### src/rtl/reservation_station_if.sv
// Dispatch / CDB / issue bus of the reservation station.
// master: rename/dispatch, writeback and FU side; slave: the reservation station.
interface reservation_station_if #(
   parameter int TAG_W = 6,
   parameter int OP_W  = 32
);
   logic             flush;
   logic             disp_valid;
   logic             disp_ready;
   logic [OP_W-1:0]  disp_op;
   logic [TAG_W-1:0] disp_rd_tag;
   logic [TAG_W-1:0] disp_rs1_tag;
   logic [TAG_W-1:0] disp_rs2_tag;
   logic             disp_rs1_rdy;
   logic             disp_rs2_rdy;
   logic             cdb_valid;
   logic [TAG_W-1:0] cdb_tag;
   logic             issue_valid;
   logic             issue_ready;
   logic [OP_W-1:0]  issue_op;
   logic [TAG_W-1:0] issue_rd_tag;
   logic [TAG_W-1:0] issue_rs1_tag;
   logic [TAG_W-1:0] issue_rs2_tag;

   modport master (
      output flush, disp_valid, disp_op, disp_rd_tag, disp_rs1_tag, disp_rs2_tag,
             disp_rs1_rdy, disp_rs2_rdy, cdb_valid, cdb_tag, issue_ready,
      input  disp_ready, issue_valid, issue_op, issue_rd_tag, issue_rs1_tag, issue_rs2_tag
   );

   modport slave (
      input  flush, disp_valid, disp_op, disp_rd_tag, disp_rs1_tag, disp_rs2_tag,
             disp_rs1_rdy, disp_rs2_rdy, cdb_valid, cdb_tag, issue_ready,
      output disp_ready, issue_valid, issue_op, issue_rd_tag, issue_rs1_tag, issue_rs2_tag
   );
endinterface

### src/rtl/reservation_station.sv
// Unified issue queue: holds DEPTH renamed micro-ops, wakes sources on CDB
// broadcasts and presents the highest-index ready entry to the functional unit.
// Allocation also picks the highest-index free entry; there is no age ordering.
// Optional feature: define RS_OCC_COUNT_EN to add the registered occupancy port.
module reservation_station #(
   parameter int DEPTH = 8,
   parameter int TAG_W = 6,
   parameter int OP_W  = 32
) (
   input  logic                     clk,
   input  logic                     reset,
   reservation_station_if.slave     rs
`ifdef RS_OCC_COUNT_EN
   ,
   output logic [$clog2(DEPTH):0]   occupancy
`endif
);
   localparam int IDX_W = $clog2(DEPTH);

   logic [DEPTH-1:0] valid_q, valid_d;
   logic [DEPTH-1:0] rs1_rdy_q, rs1_rdy_d;
   logic [DEPTH-1:0] rs2_rdy_q, rs2_rdy_d;
   logic [OP_W-1:0]  op_q      [DEPTH];
   logic [OP_W-1:0]  op_d      [DEPTH];
   logic [TAG_W-1:0] rd_tag_q  [DEPTH];
   logic [TAG_W-1:0] rd_tag_d  [DEPTH];
   logic [TAG_W-1:0] rs1_tag_q [DEPTH];
   logic [TAG_W-1:0] rs1_tag_d [DEPTH];
   logic [TAG_W-1:0] rs2_tag_q [DEPTH];
   logic [TAG_W-1:0] rs2_tag_d [DEPTH];

   logic [DEPTH-1:0] req;
   logic [IDX_W-1:0] alloc_idx;
   logic [IDX_W-1:0] issue_idx;
   logic             disp_ready;
   logic             issue_valid;
   logic             disp_fire;
   logic             issue_fire;

   // Highest-set-bit selection for allocation (free entries) and issue (ready entries)
   always_comb begin
      req       = valid_q & rs1_rdy_q & rs2_rdy_q;
      alloc_idx = '0;
      issue_idx = '0;
      for (int i = 0; i < DEPTH; i++) begin
         if (!valid_q[i]) alloc_idx = IDX_W'(i);
         if (req[i])      issue_idx = IDX_W'(i);
      end
   end

   // disp_ready looks only at registered state, so a slot freed by this cycle's issue waits a cycle
   assign disp_ready  = ~&valid_q;
   assign issue_valid = (|req) & ~rs.flush;
   assign disp_fire   = rs.disp_valid & disp_ready & ~rs.flush;
   assign issue_fire  = issue_valid & rs.issue_ready;

   assign rs.disp_ready    = disp_ready;
   assign rs.issue_valid   = issue_valid;
   assign rs.issue_op      = op_q[issue_idx];
   assign rs.issue_rd_tag  = rd_tag_q[issue_idx];
   assign rs.issue_rs1_tag = rs1_tag_q[issue_idx];
   assign rs.issue_rs2_tag = rs2_tag_q[issue_idx];

   // Next entry state: wakeup, issue retire, dispatch write (with CDB bypass); flush wins
   always_comb begin
      valid_d   = valid_q;
      rs1_rdy_d = rs1_rdy_q;
      rs2_rdy_d = rs2_rdy_q;
      op_d      = op_q;
      rd_tag_d  = rd_tag_q;
      rs1_tag_d = rs1_tag_q;
      rs2_tag_d = rs2_tag_q;
      if (rs.cdb_valid) begin
         for (int i = 0; i < DEPTH; i++) begin
            if (valid_q[i] && rs1_tag_q[i] == rs.cdb_tag) rs1_rdy_d[i] = 1'b1;
            if (valid_q[i] && rs2_tag_q[i] == rs.cdb_tag) rs2_rdy_d[i] = 1'b1;
         end
      end
      if (issue_fire) valid_d[issue_idx] = 1'b0;
      if (disp_fire) begin
         valid_d[alloc_idx]   = 1'b1;
         op_d[alloc_idx]      = rs.disp_op;
         rd_tag_d[alloc_idx]  = rs.disp_rd_tag;
         rs1_tag_d[alloc_idx] = rs.disp_rs1_tag;
         rs2_tag_d[alloc_idx] = rs.disp_rs2_tag;
         rs1_rdy_d[alloc_idx] = rs.disp_rs1_rdy |
                                (rs.cdb_valid && rs.cdb_tag == rs.disp_rs1_tag);
         rs2_rdy_d[alloc_idx] = rs.disp_rs2_rdy |
                                (rs.cdb_valid && rs.cdb_tag == rs.disp_rs2_tag);
      end
      if (rs.flush) valid_d = '0;
   end

   // Control state: valid and readiness bits, cleared by reset
   always_ff @(posedge clk) begin
      if (reset) begin
         valid_q   <= '0;
         rs1_rdy_q <= '0;
         rs2_rdy_q <= '0;
      end else begin
         valid_q   <= valid_d;
         rs1_rdy_q <= rs1_rdy_d;
         rs2_rdy_q <= rs2_rdy_d;
      end
   end

   // Payload and tags: only meaningful while valid, so they carry no reset
   always_ff @(posedge clk) begin
      op_q      <= op_d;
      rd_tag_q  <= rd_tag_d;
      rs1_tag_q <= rs1_tag_d;
      rs2_tag_q <= rs2_tag_d;
   end

`ifdef RS_OCC_COUNT_EN
   logic [IDX_W:0] occ_q, occ_d;

   // Occupancy tracks dispatch/issue fires; simultaneous fires cancel
   always_comb begin
      occ_d = occ_q;
      if (rs.flush)                    occ_d = '0;
      else if (disp_fire && !issue_fire) occ_d = occ_q + (IDX_W+1)'(1);
      else if (issue_fire && !disp_fire) occ_d = occ_q - (IDX_W+1)'(1);
   end

   // Occupancy register
   always_ff @(posedge clk) begin
      if (reset) occ_q <= '0;
      else       occ_q <= occ_d;
   end

   assign occupancy = occ_q;
`endif
endmodule

### src/flat_wrapper.sv
// flat-port wrapper written by rule: the top's interface ports become plain ports
module reservation_station_flat 
#(
   parameter int DEPTH = 8,
   parameter int TAG_W = 6,
   parameter int OP_W  = 32
)
  (clk, reset, rs_flush, rs_disp_valid, rs_disp_op, rs_disp_rd_tag, rs_disp_rs1_tag, rs_disp_rs2_tag, rs_disp_rs1_rdy, rs_disp_rs2_rdy, rs_cdb_valid, rs_cdb_tag, rs_issue_ready, rs_disp_ready, rs_issue_valid, rs_issue_op, rs_issue_rd_tag, rs_issue_rs1_tag, rs_issue_rs2_tag);
  reservation_station_if #(.TAG_W(TAG_W), .OP_W(OP_W)) rs_i ();
  input  logic clk;
  input  logic reset;
  input wire logic [$bits(rs_i.flush)-1:0] rs_flush;
  input wire logic [$bits(rs_i.disp_valid)-1:0] rs_disp_valid;
  input wire logic [$bits(rs_i.disp_op)-1:0] rs_disp_op;
  input wire logic [$bits(rs_i.disp_rd_tag)-1:0] rs_disp_rd_tag;
  input wire logic [$bits(rs_i.disp_rs1_tag)-1:0] rs_disp_rs1_tag;
  input wire logic [$bits(rs_i.disp_rs2_tag)-1:0] rs_disp_rs2_tag;
  input wire logic [$bits(rs_i.disp_rs1_rdy)-1:0] rs_disp_rs1_rdy;
  input wire logic [$bits(rs_i.disp_rs2_rdy)-1:0] rs_disp_rs2_rdy;
  input wire logic [$bits(rs_i.cdb_valid)-1:0] rs_cdb_valid;
  input wire logic [$bits(rs_i.cdb_tag)-1:0] rs_cdb_tag;
  input wire logic [$bits(rs_i.issue_ready)-1:0] rs_issue_ready;
  output wire logic [$bits(rs_i.disp_ready)-1:0] rs_disp_ready;
  output wire logic [$bits(rs_i.issue_valid)-1:0] rs_issue_valid;
  output wire logic [$bits(rs_i.issue_op)-1:0] rs_issue_op;
  output wire logic [$bits(rs_i.issue_rd_tag)-1:0] rs_issue_rd_tag;
  output wire logic [$bits(rs_i.issue_rs1_tag)-1:0] rs_issue_rs1_tag;
  output wire logic [$bits(rs_i.issue_rs2_tag)-1:0] rs_issue_rs2_tag;
  assign rs_i.flush = rs_flush;
  assign rs_i.disp_valid = rs_disp_valid;
  assign rs_i.disp_op = rs_disp_op;
  assign rs_i.disp_rd_tag = rs_disp_rd_tag;
  assign rs_i.disp_rs1_tag = rs_disp_rs1_tag;
  assign rs_i.disp_rs2_tag = rs_disp_rs2_tag;
  assign rs_i.disp_rs1_rdy = rs_disp_rs1_rdy;
  assign rs_i.disp_rs2_rdy = rs_disp_rs2_rdy;
  assign rs_i.cdb_valid = rs_cdb_valid;
  assign rs_i.cdb_tag = rs_cdb_tag;
  assign rs_i.issue_ready = rs_issue_ready;
  assign rs_disp_ready = rs_i.disp_ready;
  assign rs_issue_valid = rs_i.issue_valid;
  assign rs_issue_op = rs_i.issue_op;
  assign rs_issue_rd_tag = rs_i.issue_rd_tag;
  assign rs_issue_rs1_tag = rs_i.issue_rs1_tag;
  assign rs_issue_rs2_tag = rs_i.issue_rs2_tag;
  reservation_station #(.DEPTH(DEPTH), .TAG_W(TAG_W), .OP_W(OP_W)) u_core (.clk(clk), .reset(reset), .rs(rs_i));
endmodule
### config.mk
export PLATFORM = sky130hd
export DESIGN_NAME = reservation_station_flat
export DESIGN_NICKNAME = d
export VERILOG_FILES = /design/src/rtl/reservation_station_if.sv /design/src/rtl/reservation_station.sv /design/src/flat_wrapper.sv
export SDC_FILE = /design/constraint.sdc
export NUM_CORES = 1
export LEC_CHECK = 0
export CELL_PAD_IN_SITES_DETAIL_PLACEMENT = 0
export CELL_PAD_IN_SITES_GLOBAL_PLACEMENT = 2
export CORE_MARGIN = 2
export CORE_UTILIZATION = 45
export DETAILED_ROUTE_END_ITERATION = 10
export GPL_ROUTABILITY_DRIVEN = 0
export PLACE_DENSITY = 0.81
export SLEW_MARGIN = 20
export SYNTH_ARGS = -nofsm -noshare
export SYNTH_HDL_FRONTEND = slang
export SYNTH_SLANG_ARGS = --single-unit
export TNS_END_PERCENT = 20
### constraint.sdc
create_clock -name clk -period 8.16 [get_ports clk]
set_input_delay 1.632 -clock clk [delete_from_list [all_inputs] [get_ports clk]]
set_output_delay 1.632 -clock clk [all_outputs]
set_load 0.005 [all_outputs]
* Word level (Yosys, flattened, before mapping)
Index checks and enable logic that the tools add are counted.
Cells by class: add/sub/neg operators 0, multiply operators 0, divide/modulo/power cells 0, order comparisons 7, equality and inequality tests 18, shift-type cells 0, mux-type cells 62, bitwise operators 14, reductions and logical operators 25
Operators with widths (number):
- $bwmux W256 | 1
- $bwmux W48 | 3
- $eq A6 B6 Y1 | 18
- $bmux W32 S3 | 1
- $demux W32 S3 | 1
- $mux W32 | 3
- $bmux W6 S3 | 3
- $mux W8 | 6
- $mux W6 | 7
- $and A8 B8 Y8 | 3
- $mux W3 | 8
- $logic_and A1 B1 Y1 | 21
- $mux W1 | 20
- $demux W6 S3 | 1
- $bwmux W8 | 2
- $ge A4 B4 Y1 const B | 2
- $lt A3 B4 Y1 const B | 2
- $mux W2 | 4
- $not A3 Y4 | 2
- $not A8 Y8 | 1
- $or A8 B8 Y8 | 1
- $reduce_and A8 Y1 | 1
- $reduce_or A8 Y1 | 1
- $demux W1 S3 | 2
- other kinds (7) | 12
Storage, ports and cells: register bits 424, bits in latches 0, memory bits (writable) 0, memory bits (read-only) 0, input port bits 64, output and inout port bits 52, word-level logic and storage cells 161, memories 0

* Longest topological paths before layout
depth after elaboration 18, mapped depth 9, depth with buffers taken out 5

* Least setup slack after synthesis
OpenSTA, ideal clock, no wires.
path kind input to register, start input rs_flush, end register u_core.op_q[0] (netlist name) (enable), library setup time 0.540 ns, arrival 5.499 ns, data required time 7.620 ns, setup slack 2.121 ns, stages 1, path buffers 0, cell sequence nor3b_1
On the way: cells in the longest elaborated chain, start to end 2
RTL lines:
- from (decl) | line flat_wrapper.sv:12 | input wire logic [$bits(rs_i.flush)-1:0] rs_flush;
- $not A1 Y1 | line reservation_station.sv:54 | assign disp_fire = rs.disp_valid & disp_ready & ~rs.flush;
- $and A1 B1 Y1 | line reservation_station.sv:54
- to (signal assigned) | line reservation_station.sv:109 | op_q <= op_d;
- to (decl) | line reservation_station.sv:23 | logic [OP_W-1:0] op_q [DEPTH];
No other way between the ends. A chain may end at the register's enable or synchronous reset.

* Worst setup path in the final report
start register u_core.valid_q[2], end output rs_issue_rs1_tag[5]
On the way: cells in the longest elaborated chain, start to end 12
RTL lines:
- from (decl) | line reservation_station.sv:20 | logic [DEPTH-1:0] valid_q, valid_d;
- from (signal assigned) | line reservation_station.sv:101 | valid_q <= valid_d;
- $and A8 B8 Y8 (2 in series) | line reservation_station.sv:42 | req = valid_q & rs1_rdy_q & rs2_rdy_q;
- $mux W2 (2 in series) | line reservation_station.sv:47 | if (req[i]) issue_idx = IDX_W'(i);
- $mux W3 (4 in series) | line reservation_station.sv:47
- $not A3 Y4 (not written as such) | line reservation_station.sv:61 | assign rs.issue_rs1_tag = rs1_tag_q[issue_idx];
- $bmux W6 S3 | line reservation_station.sv:61
- $mux W6 (not written as such) (2 in series) | line reservation_station.sv:61
- to (decl) | line flat_wrapper.sv:27 | output wire logic [$bits(rs_i.issue_rs1_tag)-1:0] rs_issue_rs1_tag;
No other way between the ends. The select of a mux whose other input is x is not followed.

==> results.md <==
- The leakage component of the power is around 6.8 nW.
- The number of remaining DRC errors is 0.
- The worst-path maximum fanout is 36.
- Dividing total power by cell area gives a power density of 212.9 nW/µm².
- The placeable core region is 39460 µm².
- The largest net degree at the start of global routing is 101.
- The count of inserted antenna diode cells is 0.
- Each instance of the synthesized netlist takes up on average 13.77 µm².
- The worst-case IR drop observed on VDD is ~0.00019 V.
- On the critical path the largest part of the delay comes from buffers and inverters.
- In this run the horizontal extent of the chip is 203.3 µm.
- The maximum count of clock buffers along a single path is 3.
- The number of antenna violations at the first check in global routing is 1.
- Before CTS, the worst setup slack after placement is 2.669 ns.
- The routed length per instance is ~25 µm.
- The violation count after the first detailed-routing iteration is 899.
- The post-route fraction of the period consumed by the critical path is between 70% and 80%.
- The worst clock skew is roughly 0.012 ns.
- Row generation in the floorplan step produced 73 rows.
- Measured against its own limit, the worst slew margin works out to 30.19%.
- The overall track demand over capacity in global routing is 24.27%.
- The slew at the pin with the worst max-slew slack is 1.044 ns.
- The routed layout has between 10000 and 15000 vias.
- For the final routed database, the setup TNS stands at 0 ns.
- The number of slew-limit violations in the final report is 0.
- The number of clock buffers inserted by TritonCTS is 45.
- The buffer and inverter count on the worst path is 3.
- The detailed-route vias per instance is 6.028.
- The total overflow left after global routing is 0.
- The most frequent standard cell in the layout excluding fill and tap cells is edfxtp_1.
- The finished layout holds 1943 standard cells, fillers aside.
- TritonCTS built the clock tree.
- The net count of the finished layout is ~1400.
- Setup repair after global routing left no endpoint under its margin.
- In this run the post-CTS setup repair buffer count came out at 0.
- The detailed-routing wirelength on met1 is 21160 µm.
- After clock tree synthesis, the clock-pin slew on the worst setup and hold paths is 0.06 ns.
- The later pin in the worst-skew pair is clocked with a latency of between 0.5 and 0.6 ns.
- The count of distinct cell types in the synthesized netlist is 45.
- For this run, the number of Yosys warnings is 0.
- The number of hold violations in the final report is 0.
- The detailed-router iteration count before antenna repair is 5.
- By instance count, the cell type seen most on the critical path is buf_4.
- The number of H-tree levels is 2.
- The clock tree root driver cell is clkbuf_16.
- The register bit count reported by yosys is 424.
- Buffers inserted to repair hold after CTS numbered 0.
- The detail route stage leaves a number of antenna-violating nets equal to 0.
- The run finished with clean final reports.
- The count of clock tree sinks is ~420.
- The area growth from synthesis to layout is 16.99%.
- The count of flip-flops with a built-in enable after synthesis is 400.
- The cell area after synthesis is 17880 µm².
- Once the floorplan was initialized, standard cells occupied about 45% of the core.
- The worst setup path is launched from a flop.
- Derived from the worst setup path, the maximum achievable clock frequency is approximately 0.16 GHz.
- Traced cell by cell, the critical path runs through and3_2, buf_4, o21ai_1, a21oi_4, buf_4, o2111ai_1, nand4_1, clkdlybuf4s50_1.
- The endpoint class of the critical path is an output port.
- The number of buffers inserted by port buffering is between 100 and 150.
- The type of the tightest min-delay check is flop to flop.
- The die covers 41340 µm².
- The primary flip-flop cell chosen by synthesis mapping is edfxtp_1.
- In this run the vertical extent of the chip is 203.3 µm.
- The highest metal layer carrying signal wires in the routed design is met5.
- The HPWL after detailed placement is between 20000 and 30000 µm.
- The longest individual stage delay on the worst path is between 0.6 and 0.7 ns.
- Data arrives at the worst endpoint at 4.46 ns.
- The critical setup path kind is flop to output port.
- The sequential share of the synthesized area is 69.87%.
- The cell at the slowest stage of the critical path is a21oi_4.
- The detailed-routed wire length on met3 is 3159 µm.
- The via count of the first global-routing pass is 11853.
- The total detailed-routing wirelength is 49530 µm.
- The total length of routed met2 wires is about 24000 µm.
- The post-cts resize count is 0.
- In the layout the commonest cells are 400 x edfxtp_1, 166 x nand3_1, 113 x clkdlybuf4s50_1.
- 116 I/O pins were placed.
- Setup violations remaining at the end of the flow were counted as 0.
- Of all flip-flops after synthesis, the portion carrying an async set or reset was 0%.
- The post-synthesis cell count is 1298.
- The fraction of layout cells with a size suffix above 1 is 7.898%.
- The worst path meets setup with 2.067 ns of slack.
- Once placement completed, the tool counted placed cells totaling between 1500 and 2000.
- STA puts the critical path data required time at roughly 6.5 ns.
- The clock period minus worst slack is 6.093 ns.
- Across the run, the number of max-cap violations was 0.
- Synthesis produced a netlist with a net count of between 1000 and 1500.
- The first global-routing pass estimated 75390 µm of wire.
## final timing paths
check | from | end | slack [ns] | cells past startpoint
worst max register to register | u_core.valid_q[6]$_SDFF_PP0_ | u_core.rs1_rdy_q[3]$_SDFF_PP0_ | 5.09 | 6
worst max-delay path | u_core.valid_q[2]$_SDFF_PP0_ | rs_issue_rs1_tag[5] | 2.07 | 8
worst min register to register | u_core.valid_q[1]$_SDFF_PP0_ | u_core.valid_q[1]$_SDFF_PP0_ | 0.55 | 2
worst min-delay path | u_core.valid_q[1]$_SDFF_PP0_ | u_core.valid_q[1]$_SDFF_PP0_ | 0.55 | 2
## metrics by stage
step / power [mW] / hold slack, ns / util (%) / area, µm²
after floorplan: 2.498 / 0.4746 / - / 17880
after global placement: 2.578 / 0.5314 / 49.42 / 19500
after detailed placement: 2.581 / 0.5199 / 49.42 / 19500
after CTS: 4.486 / 0.5304 / 52.90 / 20870
after global routing: 4.587 / 0.5722 / 53.01 / 20920
final: 4.452 / 0.5536 / 53.01 / 20920
## registers in the layout (all words and copies together) (netlist names)
signal / count
u_core.op_q: 256
u_core.rd_tag_q: 48
u_core.rs1_tag_q: 48
u_core.rs2_tag_q: 48
u_core.rs1_rdy_q: 8
u_core.rs2_rdy_q: 8
u_core.valid_q: 8
## worst register-to-register path: cells and delay by family, from the launching register on
kind | cells | cell delay [ns]
flip-flops | 1 | 0.62
AND/OR/NAND/NOR | 4 | 1.54
buffers and inverters | 1 | 0.58
AO/OA/AOI/OAI | 1 | 0.24
## cells by family after synthesis
group,after synthesis,synth area share [%]
AND/OR/NAND/NOR,408,12.74
XOR/XNOR,108,5.291
buffers and inverters,108,2.659
flip-flops,424,69.87
AO/OA/AOI/OAI,250,9.441
## routing by layer
layer | up-vias | track usage (%)
met5 | - | 0
met4 | 2 | 8.003
met3 | 83 | 4.251
met2 | 435 | 39.26
met1 | 5919 | 33.42
li1 | 5274 | -
## area by class of cell
type	instances	area, µm²
clock inverter	26	145.1
timing repair buffer	141	1376
tap	525	656.9
fill	3367	18540
multi-input combinational	766	5007
clock buffer	58	1227
inverter	3	11.26
sequential	424	12490
## cell usage after synthesis (3+ instances only)
cell | instances | area share, %
a211oi_1 | 18 | 0.76
clkbuf_1 | 54 | 1.1
inv_1 | 3 | 0.063
a41oi_1 | 3 | 0.15
nand3_1 | 168 | 4.7
a22o_1 | 7 | 0.34
edfxtp_1 | 400 | 67
buf_4 | 3 | 0.13
buf_2 | 45 | 1.3
nor2_1 | 14 | 0.29
o21ai_1 | 47 | 1.3
a31oi_1 | 6 | 0.21
nand4_1 | 48 | 1.7
o21ai_0 | 59 | 1.7
nand2_1 | 19 | 0.40
xnor2_1 | 42 | 2.1
nor3_1 | 17 | 0.48
and2_1 | 53 | 1.9
o2111ai_1 | 49 | 2.4
and3_1 | 54 | 1.9
nor4_1 | 18 | 0.63
a21oi_1 | 8 | 0.22
dfxtp_1 | 24 | 2.7
a22oi_1 | 43 | 1.8
xor2_1 | 66 | 3.2
or4_1 | 4 | 0.17
## power breakdown
group / switching [mW] / internal [mW] / total, mW / leakage, nW
Clock: 0.826 / 1.09 / 1.92 / 0.677
Combinational: 0.0822 / 0.0490 / 0.131 / 2.28
Sequential: 0.00683 / 2.40 / 2.40 / 3.81
Total: 0.916 / 3.54 / 4.45 / 6.76
(Power assumes the default switching activity.)
